### src/rtl/worldmap_port_arb_if.sv
// worldmap_port_arb_if: request, response and BRAM port-B bundle for the world-map port arbiter
//   slave  : arbiter side. It takes the video and CPU requests plus mem_dout, and it drives the
//            responses and mem_addr/mem_we/mem_din.
//   master : requester/memory side. It drives vid_*/cpu_* requests and mem_dout, and it observes
//            the rest.
interface worldmap_port_arb_if #(
  parameter int ADDR_W = 14,
  parameter int DATA_W = 2
);
  logic              vid_req;
  logic [ADDR_W-1:0] vid_addr;
  logic [DATA_W-1:0] vid_data;
  logic              vid_valid;
  logic              vid_stolen;
  logic              cpu_req;
  logic              cpu_we;
  logic [ADDR_W-1:0] cpu_addr;
  logic [DATA_W-1:0] cpu_wdata;
  logic              cpu_ack;
  logic [DATA_W-1:0] cpu_rdata;
  logic [ADDR_W-1:0] mem_addr;
  logic              mem_we;
  logic [DATA_W-1:0] mem_din;
  logic [DATA_W-1:0] mem_dout;
  modport slave (
    input  vid_req, vid_addr, cpu_req, cpu_we, cpu_addr, cpu_wdata, mem_dout,
    output vid_data, vid_valid, vid_stolen, cpu_ack, cpu_rdata, mem_addr, mem_we, mem_din
  );
  modport master (
    output vid_req, vid_addr, cpu_req, cpu_we, cpu_addr, cpu_wdata, mem_dout,
    input  vid_data, vid_valid, vid_stolen, cpu_ack, cpu_rdata, mem_addr, mem_we, mem_din
  );
endinterface

### src/rtl/worldmap_port_arb.sv
// worldmap_port_arb: arbitrates world-map BRAM port B between the video read stream and CPU edits
//   clk  : clk_75 domain clock
//   rstn : asynchronous active-low reset
//   bus  : worldmap_port_arb_if.slave
//            vid_req/vid_addr -> vid_data/vid_valid/vid_stolen  (latency MEM_LAT+1)
//            cpu_req/we/addr/wdata -> cpu_ack/cpu_rdata         (write +2, read +MEM_LAT+2)
//            mem_addr/mem_we/mem_din -> BRAM, mem_dout <- BRAM  (MEM_LAT read latency)
// Video wins by default. After STARVE_LIMIT waiting cycles, the CPU steals a single video slot.
module worldmap_port_arb #(
  parameter int ADDR_W       = 14,
  parameter int DATA_W       = 2,
  parameter int MEM_LAT      = 1,
  parameter int STARVE_LIMIT = 1024
) (
  input logic                 clk,
  input logic                 rstn,
  worldmap_port_arb_if.slave  bus
);
  localparam int CW = STARVE_LIMIT > 0 ? $clog2(STARVE_LIMIT + 1) : 1;
  localparam logic [CW-1:0] LIM = CW'(STARVE_LIMIT);
  localparam logic [1:0] LAT_LAST = 2'(MEM_LAT - 1);
  typedef enum logic [1:0] {IDLE, ISSUE, RD_WAIT, ACK} state_t;
  state_t            state;
  logic [CW-1:0]     starve_cnt;
  logic [1:0]        lat_cnt;
  logic              is_wr;
  logic [MEM_LAT:0]  t_vid, t_rd, t_st;
  logic [DATA_W-1:0] last_pix;
  logic [ADDR_W-1:0] next_addr;
  logic              steal, cpu_grant, vid_slot, rd_slot;
  assign steal     = (STARVE_LIMIT != 0) && (starve_cnt == LIM);
  assign cpu_grant = (state == IDLE) && bus.cpu_req && (!bus.vid_req || steal);
  assign next_addr = cpu_grant ? bus.cpu_addr : bus.vid_addr;
  // Tag slot whose BRAM data is on mem_dout this cycle.
  assign vid_slot  = t_vid[MEM_LAT] & ~t_st[MEM_LAT];
  assign rd_slot   = t_rd[MEM_LAT];
  // A stolen slot still produces vid_valid and repeats the last real pixel.
  assign bus.vid_valid  = t_vid[MEM_LAT];
  assign bus.vid_stolen = t_vid[MEM_LAT] & t_st[MEM_LAT];
  assign bus.vid_data   = vid_slot ? bus.mem_dout : last_pix;
  always_ff @(posedge clk or negedge rstn) begin
    if (!rstn) begin
      state         <= IDLE;
      starve_cnt    <= '0;
      lat_cnt       <= '0;
      is_wr         <= 1'b0;
      t_vid         <= '0;
      t_rd          <= '0;
      t_st          <= '0;
      last_pix      <= '0;
      bus.mem_addr  <= '0;
      bus.mem_we    <= 1'b0;
      bus.mem_din   <= '0;
      bus.cpu_ack   <= 1'b0;
      bus.cpu_rdata <= '0;
    end else begin
      if (cpu_grant || bus.vid_req) bus.mem_addr <= next_addr;
      if (cpu_grant) bus.mem_din <= bus.cpu_wdata;
      bus.mem_we <= cpu_grant & bus.cpu_we;
      t_vid <= {t_vid[MEM_LAT-1:0], bus.vid_req};
      t_rd  <= {t_rd[MEM_LAT-1:0], cpu_grant & ~bus.cpu_we};
      t_st  <= {t_st[MEM_LAT-1:0], cpu_grant & bus.vid_req};
      starve_cnt <= (!bus.cpu_req || cpu_grant) ? '0 :
                    (starve_cnt == LIM) ? starve_cnt : starve_cnt + 1'b1;
      if (vid_slot) last_pix <= bus.mem_dout;
      if (rd_slot) bus.cpu_rdata <= bus.mem_dout;
      bus.cpu_ack <= 1'b0;
      case (state)
        IDLE: if (cpu_grant) begin
          state <= ISSUE;
          is_wr <= bus.cpu_we;
        end
        // A write's mem_we is already on the bus in this cycle, so it can be acknowledged next.
        ISSUE: begin
          lat_cnt     <= '0;
          state       <= is_wr ? ACK : RD_WAIT;
          bus.cpu_ack <= is_wr;
        end
        RD_WAIT: if (lat_cnt == LAT_LAST) begin
          state       <= ACK;
          bus.cpu_ack <= 1'b1;
        end else begin
          lat_cnt <= lat_cnt + 1'b1;
        end
        ACK: state <= IDLE;
      endcase
    end
  end
endmodule
### src/flat_wrapper.sv
// flat-port wrapper written by rule: the top's interface ports become plain ports
module worldmap_port_arb_flat 
#(
  parameter int ADDR_W       = 14,
  parameter int DATA_W       = 2,
  parameter int MEM_LAT      = 1,
  parameter int STARVE_LIMIT = 1024
)
  (clk, rstn, bus_vid_req, bus_vid_addr, bus_cpu_req, bus_cpu_we, bus_cpu_addr, bus_cpu_wdata, bus_mem_dout, bus_vid_data, bus_vid_valid, bus_vid_stolen, bus_cpu_ack, bus_cpu_rdata, bus_mem_addr, bus_mem_we, bus_mem_din);
  worldmap_port_arb_if #(.ADDR_W(ADDR_W), .DATA_W(DATA_W)) bus_i ();
  input logic clk;
  input logic rstn;
  input wire logic [$bits(bus_i.vid_req)-1:0] bus_vid_req;
  input wire logic [$bits(bus_i.vid_addr)-1:0] bus_vid_addr;
  input wire logic [$bits(bus_i.cpu_req)-1:0] bus_cpu_req;
  input wire logic [$bits(bus_i.cpu_we)-1:0] bus_cpu_we;
  input wire logic [$bits(bus_i.cpu_addr)-1:0] bus_cpu_addr;
  input wire logic [$bits(bus_i.cpu_wdata)-1:0] bus_cpu_wdata;
  input wire logic [$bits(bus_i.mem_dout)-1:0] bus_mem_dout;
  output wire logic [$bits(bus_i.vid_data)-1:0] bus_vid_data;
  output wire logic [$bits(bus_i.vid_valid)-1:0] bus_vid_valid;
  output wire logic [$bits(bus_i.vid_stolen)-1:0] bus_vid_stolen;
  output wire logic [$bits(bus_i.cpu_ack)-1:0] bus_cpu_ack;
  output wire logic [$bits(bus_i.cpu_rdata)-1:0] bus_cpu_rdata;
  output wire logic [$bits(bus_i.mem_addr)-1:0] bus_mem_addr;
  output wire logic [$bits(bus_i.mem_we)-1:0] bus_mem_we;
  output wire logic [$bits(bus_i.mem_din)-1:0] bus_mem_din;
  assign bus_i.vid_req = bus_vid_req;
  assign bus_i.vid_addr = bus_vid_addr;
  assign bus_i.cpu_req = bus_cpu_req;
  assign bus_i.cpu_we = bus_cpu_we;
  assign bus_i.cpu_addr = bus_cpu_addr;
  assign bus_i.cpu_wdata = bus_cpu_wdata;
  assign bus_i.mem_dout = bus_mem_dout;
  assign bus_vid_data = bus_i.vid_data;
  assign bus_vid_valid = bus_i.vid_valid;
  assign bus_vid_stolen = bus_i.vid_stolen;
  assign bus_cpu_ack = bus_i.cpu_ack;
  assign bus_cpu_rdata = bus_i.cpu_rdata;
  assign bus_mem_addr = bus_i.mem_addr;
  assign bus_mem_we = bus_i.mem_we;
  assign bus_mem_din = bus_i.mem_din;
  worldmap_port_arb #(.ADDR_W(ADDR_W), .DATA_W(DATA_W), .MEM_LAT(MEM_LAT), .STARVE_LIMIT(STARVE_LIMIT)) u_core (.clk(clk), .rstn(rstn), .bus(bus_i));
endmodule
### config.mk
export PLATFORM = sky130hd
export DESIGN_NAME = worldmap_port_arb_flat
export DESIGN_NICKNAME = d
export VERILOG_FILES = /design/src/rtl/worldmap_port_arb_if.sv /design/src/rtl/worldmap_port_arb.sv /design/src/flat_wrapper.sv
export SDC_FILE = /design/constraint.sdc
export NUM_CORES = 1
export LEC_CHECK = 0
export BUFFER_PORTS_ARGS = -buffer_cell sky130_fd_sc_hd__buf_2
export CORE_MARGIN = 2
export CORE_UTILIZATION = 45
export DETAILED_ROUTE_END_ITERATION = 16
export GPL_TIMING_DRIVEN = 0
export HOLD_SLACK_MARGIN = 0.05
export PLACE_DENSITY = 0.74
export REMOVE_ABC_BUFFERS = 1
export SETUP_SLACK_MARGIN = 0.05
export SLEW_MARGIN = 5
export SYNTH_ARGS = -nofsm -noshare
export SYNTH_HDL_FRONTEND = slang
export SYNTH_SLANG_ARGS = --single-unit
### constraint.sdc
create_clock -name clk -period 1.6 [get_ports clk]
set_input_delay 0 -clock clk [delete_from_list [all_inputs] [get_ports clk]]
set_output_delay 0 -clock clk [all_outputs]
set_load 0.02 [all_outputs]
==> results.json <==
{
  "cts_tree": "built",
  "synth-seq-area-share_pct": 55.6,
  "cts_max_level": 2,
  "switching_share_pct": 35.6,
  "start_util_pct": 46.1,
  "end_kind": "register",
  "cts_buffers": 5,
  "synthSimpleGateAreaFrac_pct": 20.2,
  "drt_iter0_drc": 140,
  "clk_latency_ps": 300,
  "p_int_mw": 2.51,
  "ir_drop_v": 0.000849,
  "clockPowerShare_pct": 22.9,
  "cpPeakStageDelay_ps": 390,
  "num_rows": 24,
  "min_path_cells": 3,
  "crit_cells": 7,
  "synthArstFlopShare_pct": 100,
  "nets": 336,
  "cp_slowest_cell": "dfrtp_1",
  "status": "complete, but fails checks",
  "rsz0062_at_grt": "true",
  "antenna_found_initial": 0,
  "synthAdderAreaFrac_pct": 4.42,
  "worst_slack_ps": -133,
  "fp.dieH_um": 70.3,
  "synth-main-ff-cell": "dfrtp_1",
  "hold_viol_final": 0,
  "layout-drive-gt1-share_pct": 34.1,
  "worst_pin_slew_ps": 947,
  "combPwrFrac_pct": 38.9,
  "coreArea_mm2": 0.00429,
  "maxCapViolCount": 0,
  "postRouteAntennaNets": 0,
  "whs_ps": 152,
  "violations": "setup timing",
  "arrival_ps": 1910,
  "crit_family": "compound AO/OA/AOI/OAI gates",
  "critical_path_class": "register to register",
  "grt_pass1_vias": 1908,
  "drc": 0,
  "first_pass_iters": 4,
  "seqPwrFrac_pct": 38.2,
  "synth_compound_area_share_pct": 10.5,
  "io_pins": 61,
  "grt_usage_pct": 22.9,
  "p_per_area_mw_per_mm2": 1320,
  "cts_buffer_depth": 2,
  "synth_edf_count": 0,
  "wl_mm": 5.53,
  "start_kind": "register",
  "cellLeakagePower_nw": 1.44,
  "syn_avg_cell_area_um2": 10.6,
  "cts-root-buf": "clkbuf_8",
  "nFillCells": 294,
  "synth-xor-area-share_pct": 3.54,
  "cp.buffers_inverters": 1,
  "synth_area_mm2": 0.00198,
  "wl_per_cell_um": 16.0,
  "place_congestion": 0.763,
  "dr_total_vias": 1838,
  "synth_mux_area_share_pct": 2.84,
  "ys_ff_latch": 44,
  "port_buffers": 60,
  "cts.clk_slew.worst_paths_ps": 80,
  "die_w_um": 70.3,
  "r2r_cells": 7,
  "cts_num_sinks": 44,
  "cp_cell_sequence": "inv_1 -> ha_1 -> nor4b_4 -> a31o_2 -> nand2_2 -> a21oi_4 -> mux2_4",
  "crit_fanout": 3,
  "hp-class": "input port to register",
  "dieArea_mm2": 0.00495,
  "post-route-util_pct": 69.2,
  "cp_data_required_time_ps": 1780,
  "maxSlewHeadroom_pct": 36.9,
  "antennaDiodeCount": 0,
  "fmax_ghz": 0.577,
  "power_switching_mw": 1.39,
  "setup_viol": 30,
  "vias_per_cell": 5.33,
  "period_needed_ps": 1730,
  "drv_slew": 0,
  "area_growth_pct": 50.0,
  "skew_ps": 9.05,
  "grt_remaining_overflow": 0,
  "synth.yosys.warnings": 0,
  "period_share_pct": 108,
  "grt_pass1_wl_mm": 8.82,
  "yosys.cell_types.count": 34,
  "synthCells": 186,
  "grt_start_max_net_pins": 45,
  "dp_hpwl_mm": 2.76,
  "synth_top_family_by_area": "simple AND/OR/NAND/NOR gates"
}
## power by group through the flow
stage	Combinational (mW)	Clock [mW]	Sequential, mW
after floorplan	0.559	0	1.71
after detailed placement	1.15	0	1.50
after global routing	1.63	0.941	1.52
final	1.52	0.895	1.49
after global placement	1.12	0	1.50
after CTS	1.44	0.907	1.48
## path summary, 6_finish.rpt
path                                       from                   end  slack, ps
setup / recovery           u_core.starve_cnt[0]       u_core.state[1]       -130
hold / removal                      bus_cpu_req        u_core.t_st[0]        150
setup reg to reg           u_core.starve_cnt[0]       u_core.state[1]       -130
hold reg to reg                  u_core.t_rd[0]        u_core.t_rd[1]        350
max in group asynchronous                  rstn  u_core.starve_cnt[6]        580
min in group asynchronous                  rstn  u_core.starve_cnt[6]        390
## cells in the mapped netlist (2+ instances only)
library cell   n  area [µm²]
ha_1           7        87.6
nand3_2        2        20.0
nor2_1        19        71.3
o21ai_0        2        10.0
a21oi_1        5        25.0
inv_1          7        26.3
mux2_2         4        45.0
and2_1         3        18.8
dfrtp_1       44        1100
nand3_1       16        80.1
a22oi_1       13        97.6
nand2b_1       2        12.5
xor2_1         5        43.8
nand4_1        2        12.5
buf_2          3        15.0
nand2_1       32         120
xnor2_1        3        26.3
## cell usage in the layout, fill, tap and decap left out, types with 2 or more instances in the layout
cell type	count
buf_2	60
inv_1	6
nand2b_1	2
a21oi_1	3
and2_1	2
nand3_4	3
mux2_2	4
clkbuf_8	6
nand4_1	2
dfrtp_1	43
xnor2_1	3
xor2_1	5
ha_1	6
nor4b_4	2
a21oi_4	3
nor2_1	17
nand2_2	2
nand2_1	30
a22oi_1	13
buf_4	5
nand3_2	3
nand3_1	14
o21ai_0	2
nor2_2	2
dlygate4sd3_1	35
## layout make-up
cell class	count	area [µm²]	share of cell area [%]
Clock buffer	6	82.6	2.78
Clock inverter	2	38.8	1.31
Inverter	7	26.3	0.885
Multi-Input combinational cell	132	936	31.5
Sequential cell	44	1100	37.1
Tap cell	52	65.1	2.19
Timing Repair Buffer	102	719	24.2
## worst register-to-register path, delay by kind of cell, from the launching register on
family	cells	cell delay [ps]
compound gates	2	410
flops	1	390
mux	1	310
simple gates	2	300
fa+ha+maj	1	150
buf+inv	1	60
## logic make-up (layout without fill, tap and decap cells)
kind of cell	Yosys count	count (layout)
xor gates and xnor gates	8	8
buffers and inverters	12	117
DFF	44	44
adders and majority gates	7	7
muxes	5	5
AOI/OAI and AO/OA	28	28
and+or+nand+nor	82	84
## per-stage QoR
stage	worst slack, ps	power, mW	TNS (ps)	instances	instance area, µm²
finish	-133	3.91	-1300	345	2970
global route	-220	4.09	-4930	345	2970
CTS	-96.1	3.83	-388	345	2940
detailed placement	-443	2.65	-8410	293	2320
global placement	-385	2.62	-8000	293	2320
floorplan	-148	2.27	-773	181	1950
## flip-flops by register name (all words and copies together), names as in the netlist
name,count
u_core.is_wr,1
u_core.starve_cnt,11
u_core.bus.mem_din,2
u_core.bus.cpu_rdata,2
u_core.t_vid,2
u_core.bus.mem_we,1
u_core.t_st,2
u_core.bus.cpu_ack,1
u_core.state,2
u_core.t_rd,2
u_core.last_pix,2
u_core.bus.mem_addr,14
u_core.lat_cnt,2
## layer usage
layer | wire [µm] | vias to the layer above | track usage, %
met5 | 0 | - | 0
met4 | 210 | 0 | 13.2
met3 | 254 | 22 | 5.63
met2 | 3040 | 68 | 40.9
met1 | 2020 | 892 | 24.1
li1 | - | 856 | -
## repair_timing
item	CTS	global route
gates resized for setup	13	8
endpoints found under the hold margin	68	0
hold buffers	35	0
gates cloned	2	0
pin swaps	6	5
setup endpoints to repair	33	33
buffers inserted	7	0
Note: power is estimated with default switching activity, not from simulation.
